$ cat config.mk
export PLATFORM = sky130hd
export DESIGN_NAME = k_type
export DESIGN_NICKNAME = d
export VERILOG_FILES = /design/src/rtl/k_type.sv
export SDC_FILE = /design/constraint.sdc
export NUM_CORES = 1
export LEC_CHECK = 0
export BUFFER_PORTS_ARGS = -buffer_cell sky130_fd_sc_hd__buf_4
export CORE_MARGIN = 2
export CORE_UTILIZATION = 55
export CTS_CLUSTER_DIAMETER = 150
export CTS_CLUSTER_SIZE = 12
export DETAILED_ROUTE_END_ITERATION = 6
export GPL_TIMING_DRIVEN = 0
export PLACE_DENSITY_LB_ADDON = 0.12
export SLEW_MARGIN = 20
export SYNTH_ARGS = -nofsm -noshare
export SYNTH_HDL_FRONTEND = slang
export SYNTH_SLANG_ARGS = --single-unit
$ cat constraint.sdc
create_clock -name clk -period 4.8 [get_ports clk]
set_input_delay 0.72 -clock clk [delete_from_list [all_inputs] [get_ports clk]]
set_output_delay 0.72 -clock clk [all_outputs]
set_load 0.01 [all_outputs]
$ cat src/rtl/k_type.sv
// Majority-vote classifier: histograms the K nearest neighbour types and
// reports the most frequent one, ties resolved toward the nearest neighbour.
module k_type #(
    parameter int unsigned K      = 5,
    parameter int unsigned TYPE_W = 4
) (
    input  logic                  clk,
    input  logic                  rst,
    input  logic                  valid_sort,
    input  logic [K*TYPE_W-1:0]   k_nearest_neighbours_type,
    output logic [TYPE_W-1:0]     inferred_type,
    output logic                  inference_done
);

    localparam int unsigned NTYPES = 2**TYPE_W;
    localparam int unsigned CNT_W  = $clog2(K + 1);
    localparam int unsigned IDX_W  = (K > 1) ? $clog2(K) : 1;

    typedef enum logic [1:0] {
        S_IDLE   = 2'd0,
        S_COUNT  = 2'd1,
        S_SELECT = 2'd2,
        S_DONE   = 2'd3
    } state_t;

    state_t                     r_state;
    state_t                     w_state_nxt;
    logic [K-1:0][TYPE_W-1:0]   r_types;
    logic [CNT_W-1:0]           r_hist [NTYPES];
    logic [IDX_W-1:0]           r_idx;
    logic [CNT_W-1:0]           r_best_cnt;
    logic [TYPE_W-1:0]          r_best_type;
    logic [TYPE_W-1:0]          r_inferred;
    logic                       r_done;

    logic                       w_last;
    logic [TYPE_W-1:0]          w_cur_type;
    logic [CNT_W-1:0]           w_cur_cnt;
    logic                       w_better;
    logic                       w_capture;
    logic                       w_count;
    logic                       w_select;

    assign w_last     = (r_idx == IDX_W'(K - 1));
    assign w_cur_type = r_types[r_idx];
    assign w_cur_cnt  = r_hist[w_cur_type];
    assign w_better   = (w_cur_cnt > r_best_cnt);

    assign inferred_type  = r_inferred;
    assign inference_done = r_done;

    // State register
    always_ff @(posedge clk or negedge rst) begin
        if (!rst) begin
            r_state <= S_IDLE;
        end else begin
            r_state <= w_state_nxt;
        end
    end

    // Next-state logic
    always_comb begin
        w_state_nxt = r_state;
        case (r_state)
            S_IDLE:   if (valid_sort) w_state_nxt = S_COUNT;
            S_COUNT:  if (w_last)     w_state_nxt = S_SELECT;
            S_SELECT: if (w_last)     w_state_nxt = S_DONE;
            S_DONE:                   w_state_nxt = S_IDLE;
            default:                  w_state_nxt = S_IDLE;
        endcase
    end

    // Datapath control decode
    always_comb begin
        w_capture = 1'b0;
        w_count   = 1'b0;
        w_select  = 1'b0;
        case (r_state)
            S_IDLE:   w_capture = valid_sort;
            S_COUNT:  w_count   = 1'b1;
            S_SELECT: w_select  = 1'b1;
            default:  ;
        endcase
    end

    // Histogram, index and best-candidate tracking
    always_ff @(posedge clk or negedge rst) begin
        if (!rst) begin
            r_types     <= '0;
            r_idx       <= '0;
            r_best_cnt  <= '0;
            r_best_type <= '0;
            r_inferred  <= '0;
            r_done      <= 1'b0;
            for (int unsigned i = 0; i < NTYPES; i++) begin
                r_hist[i] <= '0;
            end
        end else begin
            r_done <= 1'b0;
            if (w_capture) begin
                r_types <= k_nearest_neighbours_type;
                r_idx   <= '0;
                for (int unsigned i = 0; i < NTYPES; i++) begin
                    r_hist[i] <= '0;
                end
            end
            if (w_count) begin
                r_hist[w_cur_type] <= w_cur_cnt + CNT_W'(1);
                if (w_last) begin
                    r_idx       <= '0;
                    r_best_cnt  <= '0;
                    r_best_type <= '0;
                end else begin
                    r_idx <= r_idx + IDX_W'(1);
                end
            end
            // Strict compare keeps the earliest index on ties
            if (w_select) begin
                if (w_better) begin
                    r_best_cnt  <= w_cur_cnt;
                    r_best_type <= w_cur_type;
                end
                if (w_last) begin
                    r_idx      <= '0;
                    r_inferred <= w_better ? w_cur_type : r_best_type;
                    r_done     <= 1'b1;
                end else begin
                    r_idx <= r_idx + IDX_W'(1);
                end
            end
        end
    end

endmodule

After elaboration in Yosys (flattened, before gate mapping)
Cells that the tools add are included.
{"block": "word_totals", "reg_bits": 85, "in_bits": 23, "output_inout_bits": 5, "wordCells": 78}
{"block": "op_classes", "n_addsub": 2, "order_cmp": 4, "eq_ne": 7, "mux": 32, "n_bitwise": 1, "n_reduce_logical": 5}
{"op": "$mux W48", "n": 2}
{"op": "$bwmux W48", "n": 1}
{"op": "$mux W3", "n": 11}
{"op": "$mux W4", "n": 6}
{"op": "$bmux W3 S4", "n": 1}
{"op": "$bmux W4 S3", "n": 1}
{"op": "$demux W3 S4", "n": 1}
{"op": "$pmux W2 S4", "n": 1}
{"op": "$add A3 B1 Y3 const B", "n": 2}
{"op": "$mux W2", "n": 3}
{"op": "$ne A2 B2 Y1 const B", "n": 3}
{"op": "$ge A5 B5 Y1 const B", "n": 1}
{"op": "$lt A5 B1 Y1 const B", "n": 1}
{"op": "$mux W1", "n": 5}
{"op": "$not A4 Y5", "n": 1}
{"op": "$eq A2 B2 Y1 const B", "n": 2}
{"op": "$lt A3 B4 Y1 const B", "n": 1}
{"op": "$eq A3 B3 Y1 const B", "n": 1}
{"op": "$gt A3 B3 Y1", "n": 1}
{"op": "$reduce_and A3 Y1", "n": 1}
{"op": "$reduce_bool A3 Y1", "n": 1}
{"op": "$eq A2 B1 Y1 const B", "n": 1}
{"op": "$logic_not A2 Y1", "n": 1}
{"op": "$reduce_and A2 Y1", "n": 1}
{"op": "$logic_and A1 B1 Y1", "n": 1}

Logic depth before layout (Yosys ltp)
Gate-level depths: netlist of run 1.
{"block": "logic_depth", "word_depth": 9, "depth_mapped": 17, "depth_no_buf": 15}

Worst setup path after synthesis of run 1
No wires, ideal clock.
{"block": "synth_timing", "kind": "register to register", "from": "reg r_idx[0]", "to": "reg r_best_type[2]", "arrival_time_ns": 3.533, "t_required_ns": 4.680, "path_slack_ns": 1.147, "stages_incl_launch_ff": 16, "n_path_buf": 2, "synth_period_minus_slack_ns": 3.653, "cell_sequence": "dfrtp_1 -> mux2_2 -> a21oi_1 -> nand2_1 -> buf_2 -> mux2i_1 -> mux2i_1 -> o31ai_1 -> nor2_1 -> ha_1 -> nor2b_1 -> o21ai_0 -> a32oi_1 -> nand2_1 -> clkbuf_1 -> a31o_2"}
{"block": "synth_via", "elab_chain_len": 9}
{"element": "start, declared", "line": "30", "source": "logic [IDX_W-1:0] r_idx;"}
{"element": "start signal, assigned", "line": "114", "source": "r_idx <= r_idx + IDX_W'(1);"}
{"element": "start signal, assigned", "line": "128", "source": "r_idx <= r_idx + IDX_W'(1);"}
{"element": "$bmux W4 S3", "line": "45", "source": "assign w_cur_type = r_types[r_idx];"}
{"element": "$mux W4 (not written as such)", "line": "45"}
{"element": "$not A4 Y5 (not written as such)", "line": "46", "source": "assign w_cur_cnt = r_hist[w_cur_type];"}
{"element": "$bmux W3 S4", "line": "46"}
{"element": "$mux W3 (not written as such) (2 in series)", "line": "46"}
{"element": "$gt A3 B3 Y1", "line": "47", "source": "assign w_better = (w_cur_cnt > r_best_cnt);"}
{"element": "$mux W4", "line": "119", "source": "if (w_better) begin"}
{"element": "$mux W4 (*)", "line": "118", "source": "if (w_select) begin"}
{"element": "end signal, assigned", "line": "121", "source": "r_best_type <= w_cur_type;"}
{"element": "end, declared", "line": "32", "source": "logic [TYPE_W-1:0] r_best_type;"}
Every way passes the cells marked *; elsewhere a longest branch is shown, timed or not. The select of a mux whose other input is x is not followed.
A chain may end at the register's enable or synchronous reset.

Worst setup path in the final report of run 1
{"block": "layout_timing", "from": "reg r_idx[0]", "to": "reg r_best_cnt[2]"}
{"block": "layout_via", "elab_chain_len": 9}
{"element": "$bmux W4 S3", "line": "45"}
{"element": "$mux W4 (not written as such)", "line": "45"}
{"element": "$not A4 Y5 (not written as such)", "line": "46"}
{"element": "$bmux W3 S4", "line": "46"}
{"element": "$mux W3 (not written as such) (2 in series)", "line": "46"}
{"element": "$gt A3 B3 Y1", "line": "47"}
{"element": "$mux W3", "line": "119"}
{"element": "$mux W3 (*)", "line": "118"}
{"element": "end signal, assigned", "line": "120", "source": "r_best_cnt <= w_cur_cnt;"}
{"element": "end, declared", "line": "31", "source": "logic [CNT_W-1:0] r_best_cnt;"}
Marks and branches as above.

==> results.md, run 1 <==
- Global-route usage over all layers: between 20% and 30%
- First-pass GRT wire length: ~20000 um
- Worst hold-check path type: input port to asynchronous set/reset pin
- ANT nets after route: 0
- Req. time, crit path: approximately 5 ns
- Outcome: completed
- Starting Density: between 50 and 60%
- Number of synthesized flops with an enable pin: 0
- Clk_lat worst skew: 0.36 ns
- Actual slew at the worst max-slew pin: just under 1 ns
- Nets: roughly 560
- Fin. Hold Viols: 0
- Layout cells sized above 1: 17.20%
- Setup CP Type: register to register
- Io pins: 28
- R2R Setup Slk: roughly 0.41 ns
- Clock buffer depth: 2
- Iteration count of the initial detailed-routing pass: 6
- DRT iter0 DRCs: around 420
- Mapped cell area: 4597 um2
- HPWL Detailed: 8637 um
- Final WL: roughly 12000 um
- GRT Residual Overflow: 0
- Post-route cell area: 5139 um2
- Maximum clock rate: roughly 230 MHz
- Slew headroom: between 30% and 40%
- Row Count: 33
- Worst reg2reg endpoint: r_best_cnt[2]$_DFF_PN0_
- TritonCTS clock tree: done
- Worst path cell trace: buf_6 -> mux4_2 -> a21oi_1 -> buf_2 -> buf_2 -> a32oi_1 -> o221ai_1 -> nor2_1 -> ha_1 -> nor2b_1 -> o21ai_0 -> a32oi_2 -> nand2_1 -> clkbuf_2 -> nand3_1 -> o311ai_0
- Netlist cell types: 61
- Async set-reset flop share out of synthesis: 100.0%
- Number of global-route vias before repair: 3947
- Worst setup SP type: register
- Core area: slightly above 8000 um2
- Syn_area_per_cell: between 9 and 10 um2
- Final setup vio count: 0
- Fin crit period: approximately 4.4 ns
- H-Tree Depth: 3
- Ys Warns: 0
- Slew Viols, Final: 0
- Initial antenna violation count: 0
- Avg WL per Cell: roughly 19 um
- CP max stage cell: mux4_2
- Diode count: 0
- Ys flop type: dfrtp_1
- Vias per inst: 6.264
- DIE HEIGHT: ~95 um
- Cells taking the most area after synthesis: dfrtp_1, o21ai_0, mux2_2
- Post-Place Cell Area: a little under 5000 um2
- Syn Inst Count: between 400 and 500
- Pin count of the biggest net entering global routing: 86
- Final critical-path share of the clock period: 91.47%
- Total die area: between 9000 and 10000 um2
- Residual DRC: 0
- Crit end category: register
- Layout area overhead: 11.79%
- Most common cell on crit path: buf_2
- Post-Syn Nets: about 530
- Clock Skews: between 0.015 and 0.02 ns
- Reg clk slew, reported paths: approximately 0.090 ns
- TritonCTS Buffers: 9
- Worst Path Max Fanout: 10
- CP arrival: 4.60 ns
- R2R depth: 16
- Post-synthesis sequential area ratio: between 40% and 50%
- Via count: roughly 4000
- Root Driver: clkbuf_8
- Yosys top cell area share: between 40% and 50%
- Postcts setup bufs: 0
- Reg-to-Reg Start: r_idx[0]$_DFFE_PN0P_
- Synthesized flop and latch total: 85
- Die width: ~95 um
- Final GP Congestion: approximately 1.0
- Cell taking the most area after synthesis: dfrtp_1
- Max_cap viols: 0
- CP peak stage delay: about 0.52 ns
- I/O Buffers: 27
- Clock sink count: 85
- Critical Path Start: r_idx[0]$_DFFE_PN0P_
per-stage QoR:
stage / setup WS [ns] / setup TNS (ns) / std cells / util, % / hold WS (ns)
after floorplan: 1.147 / 0 / 493 / - / 0.4244
after global placement: 0.1344 / 0 / 625 / 60.32 / 0.4635
after detailed placement: 0.1143 / 0 / 625 / 60.32 / 0.4775
after CTS: 0.08713 / 0 / 640 / 62.53 / 0.4979
after global routing: -0.005118 / -0.005118 / 640 / 62.86 / 0.4772
final: 0.4096 / 0 / 640 / 62.86 / 0.4030
how the worst max path moves through the flow:
stage / slack [ns] / cells after the start / endpoint
finish: 0.41 / 16 / r_best_cnt[2]$_DFF_PN0_
global route: -0.005 / 17 / r_best_cnt[2]$_DFF_PN0_
CTS: 0.09 / 16 / r_best_cnt[2]$_DFF_PN0_
detailed placement: 0.11 / 16 / r_best_cnt[2]$_DFF_PN0_
global placement: 0.13 / 16 / r_best_cnt[2]$_DFF_PN0_
floorplan: 1.15 / 15 / r_best_type[2]$_DFF_PN0_
cells in the mapped netlist (all sizes together) (2+ instances only):
cell    number
ha          10
and4bb       2
nand3       45
mux2i        9
nand3b       2
buf         12
o311ai       2
a31oi        5
a22o         2
nor2        34
o211ai       3
inv         12
a21o        21
o22ai        2
nand2b       3
a22oi        2
a21boi       2
or3          2
a32oi        4
clkbuf      12
a21oi       12
mux2        23
dfrtp       85
o221ai       3
and3         6
a311o        2
a221oi       2
a31o         3
nand2       63
o31ai        4
a211o        2
o21ai       66
nor2b        2
nor3        12
nand4        5
per-layer routing:
metal	routed length (um)	vias to the layer above	global-route usage [%]	part of all wire (%)
met5	0	-	0	0
met4	218	0	10.60	1.8
met3	978	29	5.929	8.1
met2	5588	169	45.31	46
met1	5334	1941	39.83	44
li1	-	1870	-	-
final cells by class:
type,instances,area [um2]
Clock inverter,4,50.05
Inverter,13,48.80
Multi-Input combinational cell,371,2327
Clock buffer,11,131.4
Buffer,24,116.4
Sequential cell,85,2127
Tap cell,105,131.4
Timing Repair Buffer,27,206.4
Fill cell,685,3037
registers in the layout (all words and copies together), names as in the netlist:
name and flops:
r_best_cnt 3, r_types 20, r_idx 3, r_best_type 4, r_hist 48, inferred_type 4, r_state 2, inference_done 1
critical path, delay by kind of cell (launching register included):
kind	cells	cell delay [ns]
AND/OR/NAND/NOR	4	0.52
adder cells (fa/ha/maj)	1	0.32
AO/OA/AOI/OAI	6	1.37
multiplexers	1	0.52
buffers and inverters	4	1.05
flip-flops	1	0.47
cells by family (layout without fill, tap and decap cells):
group / after synthesis / in the layout / synth area share [%]
AOI/OAI and AO/OA: 145 / 145 / 20.44
muxes: 33 / 33 / 8.084
DFF: 85 / 85 / 46.27
and+or+nand+nor: 182 / 182 / 18.62
xor gates and xnor gates: 1 / 1 / 0.3539
adders and majority gates: 10 / 10 / 2.722
buffers and inverters: 37 / 79 / 3.511
repair_timing:
action | 4_1_cts | 5_1_grt
endpoints found under the hold margin | 0 | 0
hold buffers | 0 | 0
resized for setup | 0 | 10
endpoints found under the setup margin | 0 | 7
cell usage in the layout, fill, tap and decap left out, types with 3 or more instances in the layout:
cell type | Yosys | routed
dfrtp_1 | 85 | 85
ha_1 | 10 | 10
o221ai_1 | 3 | 3
a31o_2 | 3 | 3
nand4_1 | 5 | 5
clkbuf_8 | 0 | 9
buf_1 | 3 | 3
mux2_2 | 23 | 23
nand2b_1 | 3 | 3
nand3_1 | 45 | 45
o21ai_0 | 65 | 65
a21oi_1 | 11 | 10
a31oi_1 | 5 | 5
clkbuf_2 | 0 | 3
a32oi_1 | 4 | 3
buf_2 | 6 | 6
nor3_1 | 12 | 12
o211ai_1 | 3 | 3
inv_1 | 12 | 12
a21o_1 | 20 | 20
o31ai_1 | 4 | 3
clkbuf_1 | 12 | 11
nor2_1 | 33 | 33
mux2i_1 | 9 | 9
nand2_1 | 62 | 61
and3_1 | 6 | 6
buf_4 | 2 | 28
Power of run 1 is left out: the tool's default activity adds up to more than one toggle a clock period on the data nets, which glitch-free logic cannot reach.
==> run 2, diff against run 1 <==
--- a/config.mk
+++ b/config.mk
@@ -6,8 +6,10 @@
 export NUM_CORES = 1
 export LEC_CHECK = 0
 export BUFFER_PORTS_ARGS = -buffer_cell sky130_fd_sc_hd__buf_4
+export CELL_PAD_IN_SITES_DETAIL_PLACEMENT = 2
+export CELL_PAD_IN_SITES_GLOBAL_PLACEMENT = 2
 export CORE_MARGIN = 2
-export CORE_UTILIZATION = 55
+export CORE_UTILIZATION = 39
 export CTS_CLUSTER_DIAMETER = 150
 export CTS_CLUSTER_SIZE = 12
 export DETAILED_ROUTE_END_ITERATION = 6
==> results.md, run 2 (synthesis results as in run 1) <==
- Outcome: completed
- Critical Path Start: r_idx[0]$_DFFE_PN0P_
- Row Count: 39
- Vias per inst: a little over 6
- Leading cell type in the layout, fill and taps excluded: dfrtp_1
- Layout cells sized above 1: approximately 18%
- Most common cell on crit path: buf_2
- Die width: between 100 and 150 um
- Starting Density: approximately two fifths
- Final GP Congestion: 0.8400
- Via count: between 4000 and 5000
- Slew Viols, Final: 0
- Crit end category: register
- WP buf/inv: 4
- Initial antenna violation count: 0
- TritonCTS Buffers: 9
- Residual DRC: 0
- Total die area: 12670 um2
- DRT iter0 DRCs: 222
- Pin count of the biggest net entering global routing: 86
- Largest Register: r_hist
- Layout area overhead: 15.76%
- Req. time, crit path: ~5.0 ns
- First-pass GRT wire length: 25860 um
- Avg WL per Cell: 23.18 um
- Core area: approximately 11000 um2
- Reg-to-Reg Start: r_idx[0]$_DFFE_PN0P_
- Clock sink count: 85
- Fin crit period: 4.591 ns
- GRT Residual Overflow: 0
- Final critical-path share of the clock period: 95.64%
- Setup CP Type: register to register
- Top Registers: r_hist (48), r_types (20)
- Worst hold-check path type: input port to asynchronous set/reset pin
- Final setup TNS: 0 ns
- Grt peak-use layer: met2
- GR Util met1: approximately a third
- Met2 GRT Util: a little under half
- I/O Buffers: 27
- Max reg flops: 48
- Final setup vio count: 0
- Clock Skews: 0.01197 ns
- Reg clk slew, reported paths: 0.07 ns
- Placed cell count: roughly 660
- Met3 Resource Use GR: around 3.6%
- Worst Path Max Fanout: 10
- H-Tree Depth: 3
- Clock buffer depth: 2
- Maximum clock rate: 217.8 MHz
- Clk_lat worst skew: about 0.35 ns
- Worst path cell trace: buf_6 -> mux4_2 -> a21oi_1 -> buf_2 -> buf_2 -> a32oi_1 -> o221ai_1 -> nor2_1 -> ha_1 -> nor2b_1 -> o21ai_0 -> a32oi_2 -> nand2_1 -> clkbuf_2 -> o31ai_1
- Number of global-route vias before repair: between 4000 and 5000
- Fin. Hold Viols: 0
- ANT nets after route: 0
- CP arrival: approximately 4.8 ns
- CP delay by family, top: compound AO/OA/AOI/OAI gates
- Actual slew at the worst max-slew pin: about 1.1 ns
- Diode count: 0
- TritonCTS clock tree: done
- DIE HEIGHT: between 100 and 150 um
- Worst setup SP type: register
- Non-Filler Instances: ~700
- Max_cap viols: 0
- Root Driver: clkbuf_16
- Iteration count of the initial detailed-routing pass: 4
- Slew headroom: 27.01%
- Commonest cells after routing, fill and taps aside: dfrtp_1, o21ai_0, nand2_1
- HPWL Detailed: between 10000 and 15000 um
- Final WL: 15760 um
- CP max stage cell: mux4_2
- Global-route usage over all layers: a little over a quarter
- CP peak stage delay: 0.54 ns
- Io pins: 28
- Nets: ~570
## run 2: changes by cell type in the layout (fill, tap and decap cells not counted), sizes merged
cell,delta
clkinvlp,-2
buf,+1
clkbuf,+2
clkinv,+1
## run 2: final timing paths
kind / to / slack (ns) / depth (start not counted)
max in group asynchronous: r_hist[4]$_DFF_PN0_ / 3.83 / 1
max reg2reg: r_best_cnt[1]$_DFF_PN0_ / 0.21 / 15
min: inferred_type[1]$_DFFE_PN0P_ / 0.43 / 1
min in group clk: inferred_type[3]$_DFFE_PN0P_ / 0.48 / 2
max: r_best_cnt[1]$_DFF_PN0_ / 0.21 / 15
min reg2reg: inferred_type[3]$_DFFE_PN0P_ / 0.48 / 2
## run 2: per-stage QoR
step	util, %	hold WS (ns)	setup slack (ns)	area [um2]
global placement	43.42	0.4640	-0.07152	4979
CTS	46.30	0.4918	0.1767	5309
finish	46.40	0.4277	0.2093	5321
global route	46.40	0.4898	-0.006561	5321
detailed placement	43.42	0.4748	-0.2785	4979
floorplan	-	0.4244	1.147	4597
## run 2: repair_timing
item	in CTS	in global routing
setup endpoints to repair	7	6
hold buffers	0	0
hold endpoints to repair	0	0
pin swaps	1	0
setup buffers	1	0
gates resized for setup	5	5
## run 2: metal layers
metal	part of all wire, %	up-vias	routed length [um]
met1	44	2160	6985
li1	-	1885	-
met2	51	79	7994
met3	3.3	21	524
met5	0	-	0
met4	1.6	0	257
## run 2: final cells by class
| type | instances | area (um2) |
|---|---|---|
| clock inverters | 3 | 43.79 |
| clock buffers | 13 | 260.3 |
| plain buffers | 24 | 116.4 |
| well taps | 143 | 178.9 |
| fillers | 1264 | 6146 |
| inverters | 13 | 48.80 |
| repair buffers | 28 | 214.0 |
| multi-input cells | 371 | 2332 |
| flip-flops and latches | 85 | 2127 |
## run 2: worst register-to-register path, cell delays in order, from the launching register on
cell and delay (ns):
dfrtp_1 0.49, buf_6 0.20, mux4_2 0.54, a21oi_1 0.26, buf_2 0.32, buf_2 0.33, a32oi_1 0.18, o221ai_1 0.40
nor2_1 0.13, ha_1 0.33, nor2b_1 0.17, o21ai_0 0.15, a32oi_2 0.25, nand2_1 0.16, clkbuf_2 0.23, o31ai_1 0.33
Power of run 2 is left out for the same reason.
